$ cat src/rtl/mips_ctrl_pkg.sv
// Shared encodings for the multi-cycle MIPS controller, ALU controller and datapath muxes.
package mips_ctrl_pkg;

    localparam logic [5:0] OP_RTYPE = 6'b000000;
    localparam logic [5:0] OP_LW    = 6'b100011;
    localparam logic [5:0] OP_SW    = 6'b101011;
    localparam logic [5:0] OP_BEQ   = 6'b000100;
    localparam logic [5:0] OP_BNE   = 6'b000101;
    localparam logic [5:0] OP_ADDI  = 6'b001000;
    localparam logic [5:0] OP_J     = 6'b000010;

    typedef enum logic [3:0] {
        FETCH    = 4'd0,
        DECODE   = 4'd1,
        MEM_ADDR = 4'd2,
        MEM_RD   = 4'd3,
        MEM_WB   = 4'd4,
        MEM_WR   = 4'd5,
        EXEC     = 4'd6,
        ALU_WB   = 4'd7,
        BRANCH   = 4'd8,
        JUMP     = 4'd9,
        ADDI_EX  = 4'd10,
        ADDI_WB  = 4'd11,
        FAULT    = 4'd15
    } ctrlStateT;

    localparam logic [1:0] ALUOP_ADD   = 2'b00;
    localparam logic [1:0] ALUOP_SUB   = 2'b01;
    localparam logic [1:0] ALUOP_FUNCT = 2'b10;

    localparam logic [1:0] SRCB_RT      = 2'b00;
    localparam logic [1:0] SRCB_FOUR    = 2'b01;
    localparam logic [1:0] SRCB_SEXT    = 2'b10;
    localparam logic [1:0] SRCB_SEXT_SH = 2'b11;

    localparam logic [1:0] PCSRC_ALU    = 2'b00;
    localparam logic [1:0] PCSRC_ALUOUT = 2'b01;
    localparam logic [1:0] PCSRC_JUMP   = 2'b10;

    // States that stall on the memory-ready handshake.
    function automatic logic isMemWaitState(input ctrlStateT s);
        return (s == FETCH) || (s == MEM_RD) || (s == MEM_WR);
    endfunction

endpackage

$ cat src/rtl/mem_wait_timer.sv
// Memory wait counter with timeout compare; MEM_TIMEOUT = 0 disables the timeout.
module mem_wait_timer #(
    parameter int unsigned MEM_TIMEOUT = 15
) (
    input  logic Clk,
    input  logic Reset,
    input  logic waitState,
    input  logic MemReady,
    input  logic stateChange,
    output logic timeout
);

    // countQ holds completed wait cycles; the limit is hit when this cycle's wait would reach it.
    localparam logic [3:0] LastWait = (MEM_TIMEOUT == 0) ? 4'd0 : 4'(MEM_TIMEOUT - 1);

    logic [3:0] countQ;
    logic [3:0] countD;

    always_comb begin
        countD = countQ;
        if (stateChange) begin
            countD = 4'd0;
        end else if (waitState && !MemReady) begin
            countD = countQ + 4'd1;
        end
    end

    always_ff @(posedge Clk or posedge Reset) begin
        if (Reset) begin
            countQ <= 4'd0;
        end else begin
            countQ <= countD;
        end
    end

    assign timeout = (MEM_TIMEOUT != 0) && waitState && !MemReady && (countQ == LastWait);

endmodule

$ cat src/rtl/multicycle_controller.sv
// Multi-cycle MIPS sequencing FSM with memory handshake and sticky FAULT trap.
// Optional MULTICYCLE_CTRL_PERF_EN adds RetireCount/CycleCount performance counters.
module multicycle_controller
    import mips_ctrl_pkg::*;
#(
    parameter int unsigned MEM_TIMEOUT = 15
) (
    input  logic        Clk,
    input  logic        Reset,
    input  logic [5:0]  Opcode,
    input  logic        Zero,
    input  logic        MemReady,
    output logic        PCEn,
    output logic        IorD,
    output logic        MemRead,
    output logic        MemWrite,
    output logic        IRWrite,
    output logic        RegDst,
    output logic        MemToReg,
    output logic        RegWrite,
    output logic        ALUSrcA,
    output logic [1:0]  ALUSrcB,
    output logic [1:0]  ALUOp,
    output logic [1:0]  PCSource,
    output logic [3:0]  State,
    output logic        Fault
`ifdef MULTICYCLE_CTRL_PERF_EN
    ,
    output logic [31:0] RetireCount,
    output logic [31:0] CycleCount
`endif
);

    ctrlStateT stateQ, stateD;
    logic      isStoreQ, isStoreD;
    logic      timeout;

    mem_wait_timer #(
        .MEM_TIMEOUT(MEM_TIMEOUT)
    ) uWaitTimer (
        .Clk        (Clk),
        .Reset      (Reset),
        .waitState  (isMemWaitState(stateQ)),
        .MemReady   (MemReady),
        .stateChange(stateD != stateQ),
        .timeout    (timeout)
    );

    always_ff @(posedge Clk or posedge Reset) begin
        if (Reset) begin
            stateQ   <= FETCH;
            isStoreQ <= 1'b0;
        end else begin
            stateQ   <= stateD;
            isStoreQ <= isStoreD;
        end
    end

    always_comb begin
        stateD   = stateQ;
        isStoreD = isStoreQ;
        case (stateQ)
            FETCH: begin
                if (MemReady)     stateD = DECODE;
                else if (timeout) stateD = FAULT;
            end
            DECODE: begin
                // MEM_ADDR must not look at Opcode, so remember lw/sw here.
                isStoreD = (Opcode == OP_SW);
                case (Opcode)
                    OP_RTYPE:       stateD = EXEC;
                    OP_LW, OP_SW:   stateD = MEM_ADDR;
                    OP_BEQ, OP_BNE: stateD = BRANCH;
                    OP_ADDI:        stateD = ADDI_EX;
                    OP_J:           stateD = JUMP;
                    default:        stateD = FAULT;
                endcase
            end
            MEM_ADDR: stateD = isStoreQ ? MEM_WR : MEM_RD;
            MEM_RD: begin
                if (MemReady)     stateD = MEM_WB;
                else if (timeout) stateD = FAULT;
            end
            MEM_WR: begin
                if (MemReady)     stateD = FETCH;
                else if (timeout) stateD = FAULT;
            end
            MEM_WB:  stateD = FETCH;
            EXEC:    stateD = ALU_WB;
            ALU_WB:  stateD = FETCH;
            ADDI_EX: stateD = ADDI_WB;
            ADDI_WB: stateD = FETCH;
            BRANCH:  stateD = FETCH;
            JUMP:    stateD = FETCH;
            FAULT:   stateD = FAULT;
            default: stateD = FAULT;
        endcase
    end

    always_comb begin
        PCEn     = 1'b0;
        IorD     = 1'b0;
        MemRead  = 1'b0;
        MemWrite = 1'b0;
        IRWrite  = 1'b0;
        RegDst   = 1'b0;
        MemToReg = 1'b0;
        RegWrite = 1'b0;
        ALUSrcA  = 1'b0;
        ALUSrcB  = SRCB_RT;
        ALUOp    = ALUOP_ADD;
        PCSource = PCSRC_ALU;
        case (stateQ)
            FETCH: begin
                MemRead = 1'b1;
                ALUSrcB = SRCB_FOUR;
                IRWrite = MemReady;
                PCEn    = MemReady;
            end
            DECODE: ALUSrcB = SRCB_SEXT_SH;
            MEM_ADDR, ADDI_EX: begin
                ALUSrcA = 1'b1;
                ALUSrcB = SRCB_SEXT;
            end
            MEM_RD: begin
                MemRead = 1'b1;
                IorD    = 1'b1;
            end
            MEM_WR: begin
                MemWrite = 1'b1;
                IorD     = 1'b1;
            end
            MEM_WB: begin
                RegWrite = 1'b1;
                MemToReg = 1'b1;
            end
            EXEC: begin
                ALUSrcA = 1'b1;
                ALUOp   = ALUOP_FUNCT;
            end
            ALU_WB: begin
                RegWrite = 1'b1;
                RegDst   = 1'b1;
            end
            ADDI_WB: RegWrite = 1'b1;
            BRANCH: begin
                ALUSrcA  = 1'b1;
                ALUOp    = ALUOP_SUB;
                PCSource = PCSRC_ALUOUT;
                PCEn     = (Opcode == OP_BNE) ? ~Zero : Zero;
            end
            JUMP: begin
                PCSource = PCSRC_JUMP;
                PCEn     = 1'b1;
            end
            default: ;
        endcase
        // State is already FETCH during reset; only the side-effecting enables need masking.
        if (Reset) begin
            PCEn     = 1'b0;
            IRWrite  = 1'b0;
            RegWrite = 1'b0;
            MemWrite = 1'b0;
        end
    end

    assign State = stateQ;
    assign Fault = (stateQ == FAULT);

`ifdef MULTICYCLE_CTRL_PERF_EN
    logic [31:0] retireQ, cycleQ;
    logic        retires;

    assign retires = (stateD == FETCH) &&
                     (stateQ inside {MEM_WB, MEM_WR, ALU_WB, ADDI_WB, BRANCH, JUMP});

    always_ff @(posedge Clk or posedge Reset) begin
        if (Reset) begin
            retireQ <= 32'd0;
            cycleQ  <= 32'd0;
        end else begin
            if (retires)         retireQ <= retireQ + 32'd1;
            if (stateQ != FAULT) cycleQ  <= cycleQ + 32'd1;
        end
    end

    assign RetireCount = retireQ;
    assign CycleCount  = cycleQ;
`endif

endmodule

$ cat config.mk
export PLATFORM = sky130hd
export DESIGN_NAME = multicycle_controller
export DESIGN_NICKNAME = d
export VERILOG_FILES = /design/src/rtl/mips_ctrl_pkg.sv /design/src/rtl/mem_wait_timer.sv /design/src/rtl/multicycle_controller.sv
export SDC_FILE = /design/constraint.sdc
export NUM_CORES = 1
export LEC_CHECK = 0
export CAP_MARGIN = 5
export CORE_MARGIN = 2
export CORE_UTILIZATION = 48
export DETAILED_ROUTE_END_ITERATION = 8
export HOLD_SLACK_MARGIN = 0.12
export PLACE_DENSITY = 0.84
export SLEW_MARGIN = 20
export SYNTH_ARGS = -nofsm -noshare
export SYNTH_HDL_FRONTEND = slang
export SYNTH_HIERARCHICAL = 1
export SYNTH_SLANG_ARGS = --single-unit
$ cat constraint.sdc
create_clock -name Clk -period 3.5 [get_ports Clk]
set_input_delay 0.7 -clock Clk [delete_from_list [all_inputs] [get_ports Clk]]
set_output_delay 0.7 -clock Clk [all_outputs]
set_load 0.02 [all_outputs]
==> results of run 1 <==
-- cells by family (layout without fill, tap and decap cells) --
kind of cell | Yosys count | count (layout)
simple gates | 71 | 71
buf+inv | 18 | 48
compound gates | 38 | 38
mux | 3 | 3
fa+ha+maj | 2 | 2
xor+xnor | 5 | 5
flops | 9 | 9
-- power by group --
group          internal (uW)  leakage [uW]  switching, uW
sequential               104      0.000105         0.0540
clock                   43.7     0.0000150           32.7
combinational           16.4      0.000428           16.2
-- timing repair --
item | 4_1_cts | 5_1_grt
setup endpoints to repair | 0 | 1
endpoints found under the hold margin | 0 | 0
resized for setup | 0 | 1
-- area by class of cell --
type | count | area share [%]
clock buffers | 4 | 1.84
multi-input cells | 119 | 53.5
inverters | 7 | 1.84
well taps | 28 | 2.46
flip-flops and latches | 9 | 15.8
repair buffers | 37 | 24.6
-- registers in the layout (all words and copies together) (netlist names) --
signal             flops
State                  4
isStoreQ               1
uWaitTimer/countQ      4
-- layout by cell type, fill, tap and decap left out, types with 2 or more instances in the layout --
cell type	netlist	layout
sky130_fd_sc_hd__nand2b_1	6	6
sky130_fd_sc_hd__buf_4	1	8
sky130_fd_sc_hd__nand2_1	8	8
sky130_fd_sc_hd__nor3_1	8	8
sky130_fd_sc_hd__or4b_1	2	2
sky130_fd_sc_hd__nand3_1	4	4
sky130_fd_sc_hd__ha_1	2	2
sky130_fd_sc_hd__o31ai_1	2	2
sky130_fd_sc_hd__clkdlybuf4s50_1	0	29
sky130_fd_sc_hd__nor2_1	25	25
sky130_fd_sc_hd__a311oi_1	2	2
sky130_fd_sc_hd__nor2b_1	3	3
sky130_fd_sc_hd__a211oi_1	5	5
sky130_fd_sc_hd__a21oi_1	7	7
sky130_fd_sc_hd__xnor2_1	4	4
sky130_fd_sc_hd__dfrtp_1	9	9
sky130_fd_sc_hd__a221o_1	2	2
sky130_fd_sc_hd__clkbuf_4	0	3
sky130_fd_sc_hd__or2_1	2	2
sky130_fd_sc_hd__inv_1	7	7
sky130_fd_sc_hd__o21ai_0	7	7
-- worst paths after layout --
| kind | start | end |
|---|---|---|
| worst max-delay path | Opcode[4] | PCEn |
| worst min-delay path | isStoreQ | isStoreQ |
| worst max register to register | State[1] | uWaitTimer/countQ[3] |
| worst min register to register | isStoreQ | isStoreQ |
| max in group asynchronous | Reset | isStoreQ |
| min in group asynchronous | Reset | uWaitTimer/countQ[2] |
-- metrics by stage --
| step | setup slack (ns) | utilization, % | hold WS [ns] | power (uW) | cell area [um^2] |
|---|---|---|---|---|---|
| after CTS | 0.0597 | 66.1 | 0.496 | 216 | 1420 |
| after detailed placement | 0.0620 | 64.9 | 0.485 | 138 | 1390 |
| after global routing | 0.0731 | 66.3 | 0.520 | 226 | 1430 |
| after global placement | 0.131 | 64.9 | 0.491 | 137 | 1390 |
| after floorplan | 0.614 | - | 0.464 | 117 | 1070 |
| final | 0.121 | 66.3 | 0.490 | 213 | 1430 |
-- synth_stat cells (4+ instances only) --
| cell type | n | share of area (%) |
|---|---|---|
| sky130_fd_sc_hd__nand3_1 | 4 | 1.9 |
| sky130_fd_sc_hd__inv_1 | 7 | 2.5 |
| sky130_fd_sc_hd__dfrtp_1 | 9 | 21 |
| sky130_fd_sc_hd__nand2_1 | 8 | 2.8 |
| sky130_fd_sc_hd__nor3_1 | 8 | 3.7 |
| sky130_fd_sc_hd__nand2b_1 | 6 | 3.5 |
| sky130_fd_sc_hd__a21oi_1 | 7 | 3.3 |
| sky130_fd_sc_hd__a211oi_1 | 5 | 3.5 |
| sky130_fd_sc_hd__buf_2 | 7 | 3.3 |
| sky130_fd_sc_hd__xnor2_1 | 4 | 3.3 |
| sky130_fd_sc_hd__nor2_1 | 25 | 8.8 |
| sky130_fd_sc_hd__o21ai_0 | 7 | 3.3 |
-- per-layer routing --
metal	vias to the layer above	GRT usage [%]	wire [um]
met5	-	0	0
met4	0	1.75	8
met3	2	6.14	154
met2	37	39.4	1390
met1	558	29.9	1260
li1	591	-	-
-- worst reg2reg max path, cell delays in order, from the launching register on --
cell,delay (ns)
sky130_fd_sc_hd__dfrtp_1,0.52
sky130_fd_sc_hd__and3b_1,0.20
sky130_fd_sc_hd__a21oi_1,0.06
sky130_fd_sc_hd__nor2_1,0.14
sky130_fd_sc_hd__nor2b_4,0.22
sky130_fd_sc_hd__and4_2,0.30
sky130_fd_sc_hd__nor2_1,0.08
sky130_fd_sc_hd__o32a_1,0.30
sky130_fd_sc_hd__o221ai_2,0.21
sky130_fd_sc_hd__nor3_1,0.08
sky130_fd_sc_hd__o2111ai_1,0.38
sky130_fd_sc_hd__nor2b_1,0.09
sky130_fd_sc_hd__mux2_1,0.30
==> results.cfg, run 1 <==
[sta]
period_share_pct = 96.5
report.final.hold_viol_count = 0
maxSlewViolCount = 0
worst-slew-pin-transition_ns = 0.424
relSlewSlack_pct = 71.7
period_minus_slack_ns = 3.38
rsz0062_at_grt = no
totalNegativeSetupSlack_ns = 0
setup-violations-final = 0
worst_clock_skew_ns = 0.00676
max_clock_freq_ghz = 0.296

[critical_path]
r2r.worst_path.cells = 12
path_cells = clkdlybuf4s50_1 -> nor3b_2 -> nand3_1 -> xnor2_1 -> a221o_1 -> o2111a_1 -> clkdlybuf4s50_1
worst-path-buf-inv = 2
worst_path_dominant_cell_family = buffers and inverters
critical_path.max_stage_delay_ns = 0.55
setup.reg_to_reg.worst_slack_ns = 0.51
number_of_cells_on_the_critical_path = 7
crit_path_end_kind = output port
timing.critical_path.slowest_stage_cell = sky130_fd_sc_hd__clkdlybuf4s50_1
wp_data_arrival_ns = 2.68
crit_required_ns = 2.80
path_max_fanout = 5
crit_top_cell = sky130_fd_sc_hd__clkdlybuf4s50_1
setup_crit_path_kind = in -> out
startpoint_type = input pin

[yosys]
postSynthRegisterBits = 9
synth-main-ff-cell = sky130_fd_sc_hd__dfrtp_1
post_synth_inst_count = 146
yosys_warnings = 6
mappedNetlistNets = 158
synth.avg_cell_area_um2 = 7.33
yosys.area_share.simple_pct = 35.1
number_of_synthesized_flops_with_an_enable_pin = 0
largest_family_of_logic_cells_by_synthesized_area = simple AND/OR/NAND/NOR gates
synth.area.mux_share_pct = 3.04
synth-xor-area-share_pct = 4.09
async_reset_ff_share_pct = 100
syn-cell-area_um2 = 1070
synth-adder-area-share_pct = 2.34
post_synthesis_sequential_area_ratio_pct = 21.1
synth.distinct_cells = 51
synth_compound_area_share_pct = 26.2

[clocking]
cts_made_buffers = 3
cts_tree = built
clock_latency_ns = 0.26
clockBufferDepth = 2
cts_num_sinks = 9
clk_pin_slew_ns = 0.05
h-tree-depth = 1
clock_tree_root_driver_cell = sky130_fd_sc_hd__clkbuf_4
cts_setup_buffers = 0
number_of_buffers_added_to_fix_hold_violations_after_cts = 0

[cells_and_area]
syn_to_final_growth_pct = 33.2
antenna-diode-count = 0
num-nets-final = 189
register_area_um2 = 225
multi_input_comb_area_um2 = 762
final_layout_size_suffix_gt1_share_pct = 10.8
filler_cell_count = 186
finalNonFillerCells = 204

[placement]
place.gp.congestion = 0.936
hpwl_after_detailed_placement_um = 2190
cells_after_dpl = 200
buffer_ports.inserted = 29

[drt]
dr_wl_cell_um = 13.8
vias = 1188
drc_errors = 0
detailedRoute.firstPassIterationCount = 4
detail_route.vias_per_cell = 5.82
drt-total-wl_um = 2820
final_antenna_net_count = 0
drt_first_iter_violations = 41

[floorplan]
design.portCount = 30
die_h_um = 51.2
floorplan_die_width_um = 51.2
fp.dieArea_um2 = 2620
initial_core_utilization_pct = 49.8
coreArea_um2 = 2150
placementRows = 17

[hold_path]
min_path_type = reg -> reg
timing.hold.worst_path_depth = 1

[global_routing]
grt_max_degree = 20
grt.total_usage_pct = 22.9
grt_pass1_vias = 1044
grt_first_pass_wirelength_um = 4630
grt_antenna_before_repair = 0
grt.overflow.total = 0

[pwr]
ir_drop_mv = 0.188
cellPowerDensity_nw_per_um2 = 150
cellLeakagePower_uw = 0.000548

[status]
status = complete, no violations

[job]
max-cap-violations = 0
Note: power is estimated with default switching activity, not from simulation.
==> inputs of run 2 (changes only) <==
--- a/config.mk
+++ b/config.mk
@@ -8,6 +8,7 @@
 export CAP_MARGIN = 5
 export CORE_MARGIN = 2
 export CORE_UTILIZATION = 48
+export CTS_CLUSTER_SIZE = 20
 export DETAILED_ROUTE_END_ITERATION = 8
 export HOLD_SLACK_MARGIN = 0.12
 export PLACE_DENSITY = 0.84
==> results of run 2 <==
The final DEF is identical to that of run 1; final timing and power are the same.
==> inputs of run 3 (changes only) <==
--- a/config.mk
+++ b/config.mk
@@ -5,7 +5,7 @@
 export SDC_FILE = /design/constraint.sdc
 export NUM_CORES = 1
 export LEC_CHECK = 0
-export CAP_MARGIN = 5
+export CAP_MARGIN = 20
 export CORE_MARGIN = 2
 export CORE_UTILIZATION = 48
 export CTS_CLUSTER_SIZE = 20
==> constraint.sdc (replaced) <==
create_clock -name Clk -period 3.5 [get_ports Clk]
set_input_delay 0.7 -clock Clk [delete_from_list [all_inputs] [get_ports Clk]]
set_output_delay 0.7 -clock Clk [all_outputs]
set_load 0.05 [all_outputs]
==> results.cfg, run 3 (synthesis results as in run 1) <==
[placement]
buffer_ports.inserted = 29
place.gp.congestion = 0.900
hpwl_after_detailed_placement_um = 2240
dpl_worst_slack_ns = 0.265

[critical_path]
startpoint_type = input pin
worst-path-buf-inv = 2
path_cells = clkdlybuf4s50_1 -> nor3b_1 -> nand3_1 -> xnor2_1 -> a221o_1 -> o2111a_1 -> buf_12
crit_path_end_kind = output port
crit_required_ns = 2.80
timing.critical_path.slowest_stage_cell = sky130_fd_sc_hd__clkdlybuf4s50_1
wp_data_arrival_ns = 2.52
critical_path.max_stage_delay_ns = 0.59
worst_r2r_startpoint = State[1]
setup_crit_path_kind = in -> out
path_max_fanout = 7
worst_setup_path_startpoint = Opcode[2]
worst_path_dominant_cell_family = buffers and inverters

[clocking]
clk_pin_slew_ns = 0.06
h-tree-depth = 1
cts_num_sinks = 9
cts_tree = built
cts_setup_buffers = 0
clock_latency_ns = 0.26
clockBufferDepth = 2
cts_made_buffers = 3
clock_tree_root_driver_cell = sky130_fd_sc_hd__clkbuf_4
postCtsResizedCells = 0
number_of_buffers_added_to_fix_hold_violations_after_cts = 0

[pwr]
power_frac_seq_pct = 49.0
cellPowerDensity_nw_per_um2 = 150
ir_drop_mv = 0.158
cellLeakagePower_uw = 0.000543
p_switching_uw = 49.8
power.share.combinational_pct = 14.1
share_clk_of_total_power_pct = 36.9
internal_power_uw = 163
switching_power_as_a_share_of_total_power_pct = 23.4

[floorplan]
initial_core_utilization_pct = 49.8
floorplan_die_width_um = 51.2
placementRows = 17
die_h_um = 51.2
design.portCount = 30
fp.dieArea_um2 = 2620
coreArea_um2 = 2150

[cells_and_area]
mostFrequentLayoutCell = sky130_fd_sc_hd__clkdlybuf4s50_1
final_layout_size_suffix_gt1_share_pct = 10.3
syn_to_final_growth_pct = 32.0
antenna-diode-count = 0
num-nets-final = 187
layout.cells.most_common_list = sky130_fd_sc_hd__clkdlybuf4s50_1, sky130_fd_sc_hd__nor2_1, sky130_fd_sc_hd__dfrtp_1, sky130_fd_sc_hd__nand2_1, sky130_fd_sc_hd__nor3_1

[sta]
rsz0062_at_grt = no
post_layout_worst_setup_margin_ns = 0.282
worst_clock_skew_ns = 0.00305
period_share_pct = 91.9
totalNegativeSetupSlack_ns = 0
period_minus_slack_ns = 3.22
maxSlewViolCount = 0
max_clock_freq_ghz = 0.311
relSlewSlack_pct = 66.1
setup-violations-final = 0
worst-slew-pin-transition_ns = 0.507
report.final.hold_viol_count = 0

[status]
status = complete, no violations

[drt]
drt_first_iter_violations = 47
final_antenna_net_count = 0
detailedRoute.firstPassIterationCount = 4
drt-total-wl_um = 2870
detail_route.vias_per_cell = 6.03
drc_errors = 0
dr_wl_cell_um = 14.2
vias = 1218

[hold_path]
min_path_type = reg -> reg
min_from = isStoreQ

[global_routing]
grt_max_degree = 24
grt.total_usage_pct = 24.5
grt_first_pass_wirelength_um = 4860
grt.overflow.total = 0
grt_antenna_before_repair = 0
grt_pass1_vias = 1043

[job]
max-cap-violations = 0
## run 3: cell types whose count changed in the layout (fill, tap and decap cells not counted), sizes merged
cell | before | now
clkdlybuf4s50 | 29 | 27
## run 3: worst paths after layout
path                                        end  slack, ns  depth (start not counted)
max                                        PCEn       0.28                          7
min                                    isStoreQ       0.51                          1
max reg2reg                uWaitTimer/countQ[3]       0.66                         12
min reg2reg                            isStoreQ       0.51                          1
max in group asynchronous              State[3]       2.46                          2
min in group asynchronous  uWaitTimer/countQ[2]       0.78                          2
## run 3: cell type report
| type | instances | area, um^2 |
|---|---|---|
| Clock buffer | 4 | 26.3 |
| Fill cell | 177 | 736 |
| Inverter | 7 | 26.3 |
| Timing Repair Buffer | 35 | 343 |
| Sequential cell | 9 | 225 |
| Tap cell | 28 | 35.0 |
| Multi-Input combinational cell | 119 | 757 |
## run 3: metrics by stage
| stage | area (um^2) | total power, uW | utilization, % | hold WS, ns | instances |
|---|---|---|---|---|---|
| after floorplan | 1070 | 117 | - | 0.464 | 146 |
| after global placement | 1390 | 135 | 64.5 | 0.484 | 198 |
| after detailed placement | 1390 | 136 | 64.5 | 0.498 | 198 |
| after CTS | 1410 | 215 | 65.8 | 0.511 | 202 |
| after global routing | 1410 | 225 | 65.8 | 0.542 | 202 |
| final | 1410 | 213 | 65.8 | 0.509 | 202 |
## run 3: routing by layer
metal  up-vias  part of all wire, %  track usage, %
li1        590                    -               -
met1       561                   42            33.5
met2        65                   50            39.8
met3         2                  7.4            4.39
met4         0                 0.66            6.58
met5         -                    0               0
## run 3: power groups by stage
| stage | combinational (uW) | clock [uW] | sequential [uW] |
|---|---|---|---|
| after global placement | 28.4 | 0 | 106 |
| after floorplan | 11.0 | 0 | 106 |
| after detailed placement | 29.8 | 0 | 106 |
| after CTS | 29.9 | 80.8 | 104 |
| after global routing | 32.9 | 87.6 | 104 |
| final | 29.9 | 78.5 | 104 |
